$ cat src/rtl/reg_wb_queue_pkg.sv
// Shared types and helpers for the register-file write-back queue.
// Default widths, the per-entry flag struct and the pointer-width helper live here.
package reg_wb_queue_pkg;

  localparam int unsigned DefDataW = 32;
  localparam int unsigned DefAddrW = 5;

  localparam logic [DefDataW-1:0] ZERO_WORD = '0;

  // Per-entry status; addr/data are stored alongside in width-parameterised arrays.
  typedef struct packed {
    logic valid;
    logic killed;
  } wbq_flags_t;

  function automatic int unsigned ptr_w(input int unsigned depth);
    return ($clog2(depth) > 1) ? $clog2(depth) : 1;
  endfunction

endpackage

$ cat src/rtl/wbq_fifo.sv
// Circular buffer for extended-unit writes with per-entry WAW kill marking.
// Exposes every entry plus the read pointer so the parent can search youngest-first.
module wbq_fifo
  import reg_wb_queue_pkg::*;
#(
  parameter int unsigned DATA_W = DefDataW,
  parameter int unsigned ADDR_W = DefAddrW,
  parameter int unsigned DEPTH  = 4,
  localparam int unsigned PtrW  = ptr_w(DEPTH),
  localparam int unsigned CntW  = PtrW + 1
) (
  input  logic                          clk_i,
  input  logic                          rst_ni,
  input  logic                          push_i,
  input  logic                          push_kill_i,
  input  logic [ADDR_W-1:0]             push_addr_i,
  input  logic [DATA_W-1:0]             push_data_i,
  input  logic                          pop_i,
  input  logic                          kill_i,
  input  logic [ADDR_W-1:0]             kill_addr_i,
  output logic [CntW-1:0]               count_o,
  output logic [PtrW-1:0]               rd_ptr_o,
  output logic [DEPTH-1:0]              ent_valid_o,
  output logic [DEPTH-1:0]              ent_killed_o,
  output logic [DEPTH-1:0][ADDR_W-1:0]  ent_addr_o,
  output logic [DEPTH-1:0][DATA_W-1:0]  ent_data_o
);

  wbq_flags_t [DEPTH-1:0]             flags_q, flags_d;
  logic       [DEPTH-1:0][ADDR_W-1:0] addr_q, addr_d;
  logic       [DEPTH-1:0][DATA_W-1:0] data_q, data_d;
  logic       [PtrW-1:0]              rd_ptr_q, rd_ptr_d;
  logic       [PtrW-1:0]              wr_ptr_q, wr_ptr_d;
  logic       [CntW-1:0]              count_q, count_d;

  always_comb begin
    flags_d  = flags_q;
    addr_d   = addr_q;
    data_d   = data_q;
    rd_ptr_d = rd_ptr_q;
    wr_ptr_d = wr_ptr_q;

    for (int unsigned i = 0; i < DEPTH; i++) begin
      if (kill_i && flags_q[i].valid && (addr_q[i] == kill_addr_i)) begin
        flags_d[i].killed = 1'b1;
      end
    end

    if (pop_i) begin
      flags_d[rd_ptr_q] = '0;
      rd_ptr_d          = rd_ptr_q + PtrW'(1);
    end

    // The parent never pushes while full, so push and pop slots cannot collide.
    if (push_i) begin
      flags_d[wr_ptr_q] = '{valid: 1'b1, killed: push_kill_i};
      addr_d[wr_ptr_q]  = push_addr_i;
      data_d[wr_ptr_q]  = push_data_i;
      wr_ptr_d          = wr_ptr_q + PtrW'(1);
    end

    count_d = count_q + CntW'(push_i) - CntW'(pop_i);
  end

  always_ff @(posedge clk_i or negedge rst_ni) begin
    if (!rst_ni) begin
      flags_q  <= '0;
      addr_q   <= '0;
      data_q   <= '0;
      rd_ptr_q <= '0;
      wr_ptr_q <= '0;
      count_q  <= '0;
    end else begin
      flags_q  <= flags_d;
      addr_q   <= addr_d;
      data_q   <= data_d;
      rd_ptr_q <= rd_ptr_d;
      wr_ptr_q <= wr_ptr_d;
      count_q  <= count_d;
    end
  end

  always_comb begin
    ent_valid_o  = '0;
    ent_killed_o = '0;
    for (int unsigned i = 0; i < DEPTH; i++) begin
      ent_valid_o[i]  = flags_q[i].valid;
      ent_killed_o[i] = flags_q[i].killed;
    end
  end

  assign ent_addr_o = addr_q;
  assign ent_data_o = data_q;
  assign rd_ptr_o   = rd_ptr_q;
  assign count_o    = count_q;

endmodule

$ cat src/rtl/reg_wb_queue.sv
// Register-file write port arbiter: ALU path has priority, extended-unit writes drain
// from a FIFO in idle slots, and a two-port lookup exposes pending values for forwarding.
module reg_wb_queue
  import reg_wb_queue_pkg::*;
#(
  parameter int unsigned DATA_W = DefDataW,
  parameter int unsigned ADDR_W = DefAddrW,
  parameter int unsigned DEPTH  = 4,
  localparam int unsigned PtrW  = ptr_w(DEPTH),
  localparam int unsigned CntW  = PtrW + 1
) (
  input  logic              clock,
  input  logic              reset,
  input  logic              alu_we,
  input  logic [ADDR_W-1:0] alu_addr,
  input  logic [DATA_W-1:0] alu_data,
  input  logic              ext_valid,
  output logic              ext_ready,
  input  logic [ADDR_W-1:0] ext_addr,
  input  logic [DATA_W-1:0] ext_data,
  output logic              RegWrite,
  output logic [ADDR_W-1:0] A3,
  output logic [DATA_W-1:0] WD3,
  input  logic [ADDR_W-1:0] q_addr1,
  output logic              q_hit1,
  output logic [DATA_W-1:0] q_data1,
  input  logic [ADDR_W-1:0] q_addr2,
  output logic              q_hit2,
  output logic [DATA_W-1:0] q_data2,
  output logic [CntW-1:0]   count
);

  logic                         alu_wr;
  logic                         ext_push;
  logic                         push_kill;
  logic                         pop;
  logic [CntW-1:0]              fifo_count;
  logic [PtrW-1:0]              rd_ptr;
  logic [DEPTH-1:0]             ent_valid;
  logic [DEPTH-1:0]             ent_killed;
  logic [DEPTH-1:0][ADDR_W-1:0] ent_addr;
  logic [DEPTH-1:0][DATA_W-1:0] ent_data;

  logic                         regwrite_q, regwrite_d;
  logic [ADDR_W-1:0]            a3_q, a3_d;
  logic [DATA_W-1:0]            wd3_q, wd3_d;

  assign alu_wr    = alu_we && (alu_addr != '0);
  assign ext_ready = reset && (fifo_count < CntW'(DEPTH));
  assign ext_push  = ext_valid && ext_ready && (ext_addr != '0);
  // An ALU write in the same cycle is younger than the entry being enqueued.
  assign push_kill = alu_wr && (ext_addr == alu_addr);
  assign pop       = !alu_wr && ent_valid[rd_ptr];

  wbq_fifo #(
    .DATA_W (DATA_W),
    .ADDR_W (ADDR_W),
    .DEPTH  (DEPTH)
  ) u_fifo (
    .clk_i        (clock),
    .rst_ni       (reset),
    .push_i       (ext_push),
    .push_kill_i  (push_kill),
    .push_addr_i  (ext_addr),
    .push_data_i  (ext_data),
    .pop_i        (pop),
    .kill_i       (alu_wr),
    .kill_addr_i  (alu_addr),
    .count_o      (fifo_count),
    .rd_ptr_o     (rd_ptr),
    .ent_valid_o  (ent_valid),
    .ent_killed_o (ent_killed),
    .ent_addr_o   (ent_addr),
    .ent_data_o   (ent_data)
  );

  always_comb begin
    regwrite_d = 1'b0;
    a3_d       = a3_q;
    wd3_d      = wd3_q;
    if (alu_wr) begin
      regwrite_d = 1'b1;
      a3_d       = alu_addr;
      wd3_d      = alu_data;
    end else if (pop && !ent_killed[rd_ptr]) begin
      regwrite_d = 1'b1;
      a3_d       = ent_addr[rd_ptr];
      wd3_d      = ent_data[rd_ptr];
    end
  end

  always_ff @(posedge clock or negedge reset) begin
    if (!reset) begin
      regwrite_q <= 1'b0;
      a3_q       <= '0;
      wd3_q      <= '0;
    end else begin
      regwrite_q <= regwrite_d;
      a3_q       <= a3_d;
      wd3_q      <= wd3_d;
    end
  end

  assign RegWrite = regwrite_q;
  assign A3       = a3_q;
  assign WD3      = wd3_q;
  assign count    = fifo_count;

  logic [1:0][ADDR_W-1:0] look_addr;
  logic [1:0]             look_hit;
  logic [1:0][DATA_W-1:0] look_data;
  logic [PtrW-1:0]        slot;

  assign look_addr = {q_addr2, q_addr1};

  // Walk oldest to youngest so later matches override: the youngest live entry wins,
  // and the output stage only counts when no FIFO entry matches.
  always_comb begin
    look_hit  = '0;
    look_data = '0;
    slot      = '0;
    for (int unsigned p = 0; p < 2; p++) begin
      if (look_addr[p] != '0) begin
        if (regwrite_q && (a3_q == look_addr[p])) begin
          look_hit[p]  = 1'b1;
          look_data[p] = wd3_q;
        end
        for (int unsigned i = 0; i < DEPTH; i++) begin
          slot = rd_ptr + PtrW'(i);
          if (ent_valid[slot] && !ent_killed[slot] && (ent_addr[slot] == look_addr[p])) begin
            look_hit[p]  = 1'b1;
            look_data[p] = ent_data[slot];
          end
        end
      end
    end
  end

  assign q_hit1  = look_hit[0];
  assign q_data1 = look_data[0];
  assign q_hit2  = look_hit[1];
  assign q_data2 = look_data[1];

endmodule

$ cat config.mk
export PLATFORM = sky130hd
export DESIGN_NAME = reg_wb_queue
export DESIGN_NICKNAME = d
export VERILOG_FILES = /design/src/rtl/reg_wb_queue_pkg.sv /design/src/rtl/wbq_fifo.sv /design/src/rtl/reg_wb_queue.sv
export SDC_FILE = /design/constraint.sdc
export NUM_CORES = 1
export LEC_CHECK = 0
export BUFFER_PORTS_ARGS = -buffer_cell sky130_fd_sc_hd__buf_4
export CORE_ASPECT_RATIO = 0.9
export CORE_MARGIN = 3
export CORE_UTILIZATION = 45
export CTS_CLUSTER_DIAMETER = 150
export DETAILED_ROUTE_END_ITERATION = 7
export PLACE_DENSITY = 0.74
export SLEW_MARGIN = 25
export SYNTH_ARGS = -nofsm -noshare
export SYNTH_HDL_FRONTEND = slang
export SYNTH_SLANG_ARGS = --single-unit
$ cat constraint.sdc
create_clock -name clock -period 7.69 [get_ports clock]
set_clock_uncertainty 0.05 [all_clocks]
set_input_delay 1.538 -clock clock [delete_from_list [all_inputs] [get_ports clock]]
set_output_delay 1.538 -clock clock [all_outputs]
set_load 0.005 [all_outputs]
; ---- Word-level counts from Yosys, hierarchy flattened
; Cells that the tools add are included.
; W data, S select, Z words.
[classes]
add_sub_neg = 6
n_reduce_logical = 41
n_bitwise = 2
eq_ne = 15
n_lt_le_gt_ge = 8
n_mux = 79
[ops]
columns = op, n
row1 = $mux W32, 19
row2 = $bmux W32 S2, 4
row3 = $bwmux W128, 1
row4 = $eq A5 B5 Y1, 15
row5 = $demux W32 S2, 1
row6 = $bmux W5 S2, 4
row7 = $mux W5, 7
row8 = $logic_and A1 B1 Y1, 31
row9 = $mux W1, 26
row10 = $bwmux W20, 1
row11 = $reduce_bool A5 Y1, 4
row12 = $bmux W1 S2, 8
row13 = $mux W8, 2
row14 = $lt A2 B3 Y1 const B, 5
row15 = $demux W5 S2, 1
row16 = $and A8 B8 Y8, 1
row17 = $bwmux W8, 1
row18 = $demux W2 S2, 2
row19 = $not A8 Y8, 1
row20 = $logic_not A1 Y1, 5
row21 = $add A2 B1 Y2 const B, 2
row22 = $add A2 B2 Y2 const B, 2
row23 = $ge A2 B1 Y1 const B, 2
row24 = $mux W2, 2
row25 = 4 further kinds, 4
[word_totals]
reg_bits = 201
elab_cells = 173
input_bits = 88
out_inout_bits = 108

; ---- Depth between registers and ports, before layout
[logic_depth]
ltp_word = 10
ltp_mapped = 16
depth_no_buf = 8

; ---- Cells and area by module
; A second synthesis with hierarchy kept.
[unflattened]
hier_cells = 1516
area_unflattened_um2 = 15926.5
[by_module_without_submodules]
columns = module, cells_per_inst, area_each_um2, seq_area_each_um2, instances
row1 = reg_wb_queue, 1095, 9369.0, 950.9, 1
row2 = wbq_fifo, 421, 6557.5, 4078.9, 1

; ---- Least setup slack after synthesis
; OpenSTA, ideal clock, no wires.
[synth_path]
kind = register to output
start = register u_fifo.rd_ptr_q[1] (netlist: u_fifo.rd_ptr_o[1])
end = output q_data1[10]
arrival_time_ns = 4.365
required_ns = 6.102
path_stages_with_launch = 15
setup_slack_ns = 1.737
path_buffers = 6
path_cell_list = dfrtp_1 buf_2 buf_4 buf_1 clkbuf_1 inv_1 ha_1 buf_2 mux4_2 xor2_1 or3_1 clkbuf_1 nor2_1 o311ai_0 a31oi_1
[synth_between]
elab_chain_cells = 10
word_cells_on_any_way = 56
cone_classes = add/sub: 3 / eq/ne: 4 / mux: 37 / reduce/logical: 12
[synth_rtl]
columns = element, line_no
row1 = start: declaration, wbq_fifo.sv:32  ; logic [PtrW-1:0] rd_ptr_q, rd_ptr_d;
row2 = start signal: assignment, wbq_fifo.sv:77  ; rd_ptr_q <= rd_ptr_d;
row3 = "parallel branches: the longest is 8 deep, another holds $add A2 B1 Y2", n/a
row4 = $mux W32 (*), reg_wb_queue.sv:130  ; if (ent_valid[slot] && !ent_killed[slot] && (ent_addr[slot] == look_addr[p])) begin
row5 = $mux W32 (*), reg_wb_queue.sv:123  ; if (look_addr[p] != '0) begin
row6 = end: declaration, reg_wb_queue.sv:26  ; output logic [DATA_W-1:0] q_data1,
; Every way passes the cells marked *. The select of a mux whose other input is x is not followed.

; ---- Final worst setup path
[layout_path]
start = register u_fifo.rd_ptr_q[1] (netlist: u_fifo.rd_ptr_o[1])
end = output q_data1[28]
; The elaborated chain is that of the path after synthesis.

==> flow_metrics.tcl <==
set metrics [dict create \
    status "completed" \
    drive_above_1_share_pct 38.9 \
    finalSetupViolCount 0 \
    worstHoldStart "u_fifo.ent_valid_o[2]$_DFF_PN0_" \
    crit_chain "inv_1, ha_4, mux4_2, xnor2_1, and3_1, nand2_1, a311o_1, a221oi_1, buf_4" \
    grt_pass1_wl_um 83600 \
    ant_nets 0 \
    initial_core_util_pct 46.0 \
    rsz0062_at_grt "false" \
    holdPathEnd "u_fifo.ent_valid_o[2]$_DFF_PN0_" \
    crit_type "flop to output pin" \
    synth_edf_count 0 \
    synthCells 1430 \
    cpPeakStageDelay_ns 0.87 \
    worstSkewPairLatency_ns 0.54 \
    yosys-top-cells-count "dfrtp_1 (201), mux2_2 (158), mux4_2 (145)" \
    area_growth_pct 16.5 \
    die_x_um 204 \
    synth_compound_area_share_pct 13.6 \
    max-cap-violations 0 \
    synthMuxAreaShare_pct 34.7 \
    hold_depth 2 \
    place_inst 1964 \
    routedWlPerCell_um 27.5 \
    clk_pin_slew_ns 0.06 \
    yosysWarnings 0 \
    grt_max_degree 123 \
    ctsLongestPathBuffers 3 \
    start_kind "flop" \
    cts-resized-gates 0 \
    routed_via_density 6.98 \
    relSlewSlack_pct 26.9 \
    cts_tree "yes" \
    synthAdderAreaFrac_pct 0.918 \
    clock_sinks 201 \
    antenna_found_initial 2 \
    ff2ff_path_depth 8 \
    slowest_stage "dfrtp_4" \
    synth_top_area_share_pct 31.8 \
    port_buffers 195 \
    num_rows 64 \
    worstSetupEndpointType "output pin" \
    fp.dieH_um 184 \
    drt_first_iter_violations 2222 \
    timing.final.crit_period_ns 7.07 \
    ys.flop_type "dfrtp_1" \
    max_freq_mhz 141 \
    p_leak_uw 0.00748 \
    wirelength_um 55200 \
    tightest_slew_ns 1.07 \
    layout.nets 1627 \
    core_um2 34400 \
    gp_congestion 1.03 \
    die-area_um2 37400 \
    synth.most_common_cell "dfrtp_1" \
    vdd_drop_max_v 0.000382 \
    route.detailed.drc 0 \
    hold_class "flop to flop" \
    timing.rr.end "u_fifo.count_o[2]$_DFF_PN0_" \
    instances_no_fill 2008 \
    r2r_start "u_fifo.rd_ptr_o[0]$_DFFE_PN0P_" \
    diodes 0 \
    synth_xor_area_share_pct 4.38 \
    synth_top_family_by_area "multiplexers" \
    grt-ovfl-total 0 \
    arrival_ns 5.48 \
    critical_path_peak_fanout 45 \
    slew_viol_final 0 \
    cp.required_ns 6.10 \
    p_per_area_nw_per_um2 523 \
    postCtsHoldBufs 0 \
    rrSetupSlack_ns 4.05 \
    min_period_over_period_pct 91.9 \
    tns_ns 0 \
    synthTopCellsByArea "dfrtp_1 (32%), mux4_2 (21%), mux2_2 (11%)" \
    grt_pass1_vias 13100 \
    syn-cell-area_um2 15800 \
    ios 196 \
    cts_inserted_buffers 24 \
    num_vias 14000 \
    cts_setup_buffers 0 \
    grt_util_all_layers_pct 28.8 \
    root_buffer "clkbuf_16" \
    synth_seq_cells 201 \
    synth.distinct_cells 60 \
    final-hold-violation-count 0 \
    async_reset_ff_share_pct 100 \
    dp.final_hpwl_um 39800 \
    synth_seq_area_share_pct 31.8 \
    synth_top_area_cell "dfrtp_1" \
    htree_levels 1 \
    syn_nets 1529 \
    synthSimpleGateAreaFrac_pct 10.1 \
    drt_first_pass_iters 7 \
    syn_avg_cell_area_um2 11.1 \
]
-- final cells by class --
cell class                 instances  area (um^2)
clock buffer                      31          658
fill                            2896        15900
timing repair buffer             226         1720
inverter                          17         63.8
sequential                       201         5040
tap                              462          578
clock inverter                    13          225
multi-input combinational       1058        10100
-- kinds of logic (layout without fill, tap and decap cells) --
group                      after synthesis  count (layout)
buffers and inverters                  171             287
AOI/OAI and AO/OA                      302             302
adders and majority gates               11              11
DFF                                    201             201
and+or+nand+nor                        319             319
xor gates and xnor gates                79              79
muxes                                  347             347
-- worst max-delay path by stage --
stage,from,end,slack [ns],cells after the start
2_1_floorplan,u_fifo.rd_ptr_o[1]$_DFFE_PN0P_,q_data1[10],1.74,14
3_3_place_gp,u_fifo.rd_ptr_o[1]$_DFFE_PN0P_,q_data1[28],1.41,9
3_5_place_dp,u_fifo.rd_ptr_o[1]$_DFFE_PN0P_,q_data1[28],1.34,9
4_1_cts,u_fifo.rd_ptr_o[1]$_DFFE_PN0P_,q_data1[28],0.73,9
5_1_grt,u_fifo.rd_ptr_o[1]$_DFFE_PN0P_,q_data1[28],0.40,9
6_report,u_fifo.rd_ptr_o[1]$_DFFE_PN0P_,q_data1[28],0.62,9
-- per-stage QoR --
stage | setup WS, ns | hold WS (ns) | util (%) | total power, uW | area, um^2
floorplan | 1.74 | 0.432 | - | 6170 | 15800
global placement | 1.41 | 0.466 | 51.0 | 7940 | 17500
detailed placement | 1.34 | 0.468 | 51.0 | 8130 | 17500
CTS | 0.731 | 0.480 | 53.6 | 9450 | 18400
global route | 0.402 | 0.522 | 53.6 | 10100 | 18400
finish | 0.619 | 0.494 | 53.6 | 9640 | 18400
-- cells in the final DEF, fill, tap and decap left out, types with 14 or more instances in the layout --
cell type / synthesis / layout
a32oi_1: 18 / 18
a21oi_1: 41 / 41
o211ai_1: 31 / 31
mux2i_1: 44 / 44
or2_2: 16 / 16
o221ai_1: 14 / 14
nor2_1: 17 / 17
inv_1: 16 / 16
o21ai_0: 60 / 60
nand3_1: 78 / 78
nand2_1: 100 / 100
mux4_2: 145 / 145
buf_4: 2 / 223
xnor2_1: 39 / 39
a31oi_1: 16 / 16
xor2_1: 40 / 40
clkbuf_16: 0 / 25
nor3_1: 34 / 33
dfrtp_1: 201 / 199
mux2_2: 158 / 158
a211oi_1: 28 / 27
o31ai_1: 18 / 18
and3_1: 23 / 23
-- metal layers --
metal,vias to the layer above,share of wire [%],global-route usage [%]
li1,5819,-,-
met1,6935,41,43.6
met2,1097,41,39.7
met3,151,15,8.71
met4,4,3.5,8.31
met5,-,0.047,0
-- critical path: cells and delay by family, from the launching register on --
kind	cells	cell delay, ns
AND/OR/NAND/NOR	2	1.42
AO/OA/AOI/OAI	2	0.95
flip-flops	1	0.87
multiplexers	1	0.58
adder cells (fa/ha/maj)	1	0.47
buffers and inverters	2	0.43
XOR/XNOR	1	0.20
-- flip-flops by register name, indices dropped and copies added (netlist names), 2 cells and up --
signal	cells
u_fifo.ent_valid_o	4
u_fifo.ent_addr_o	20
A3	5
u_fifo.ent_killed_o	4
u_fifo.count_o	3
u_fifo.ent_data_o	128
WD3	32
u_fifo.rd_ptr_o	2
u_fifo.wr_ptr_q	2
-- where the power goes --
part           internal, uW  leakage [uW]  switching [uW]
Clock                   806      0.000430             488
Combinational          2800       0.00458            3200
Sequential             1580       0.00247             765
Total                  5180       0.00748            4460
(Power assumes the default switching activity.)
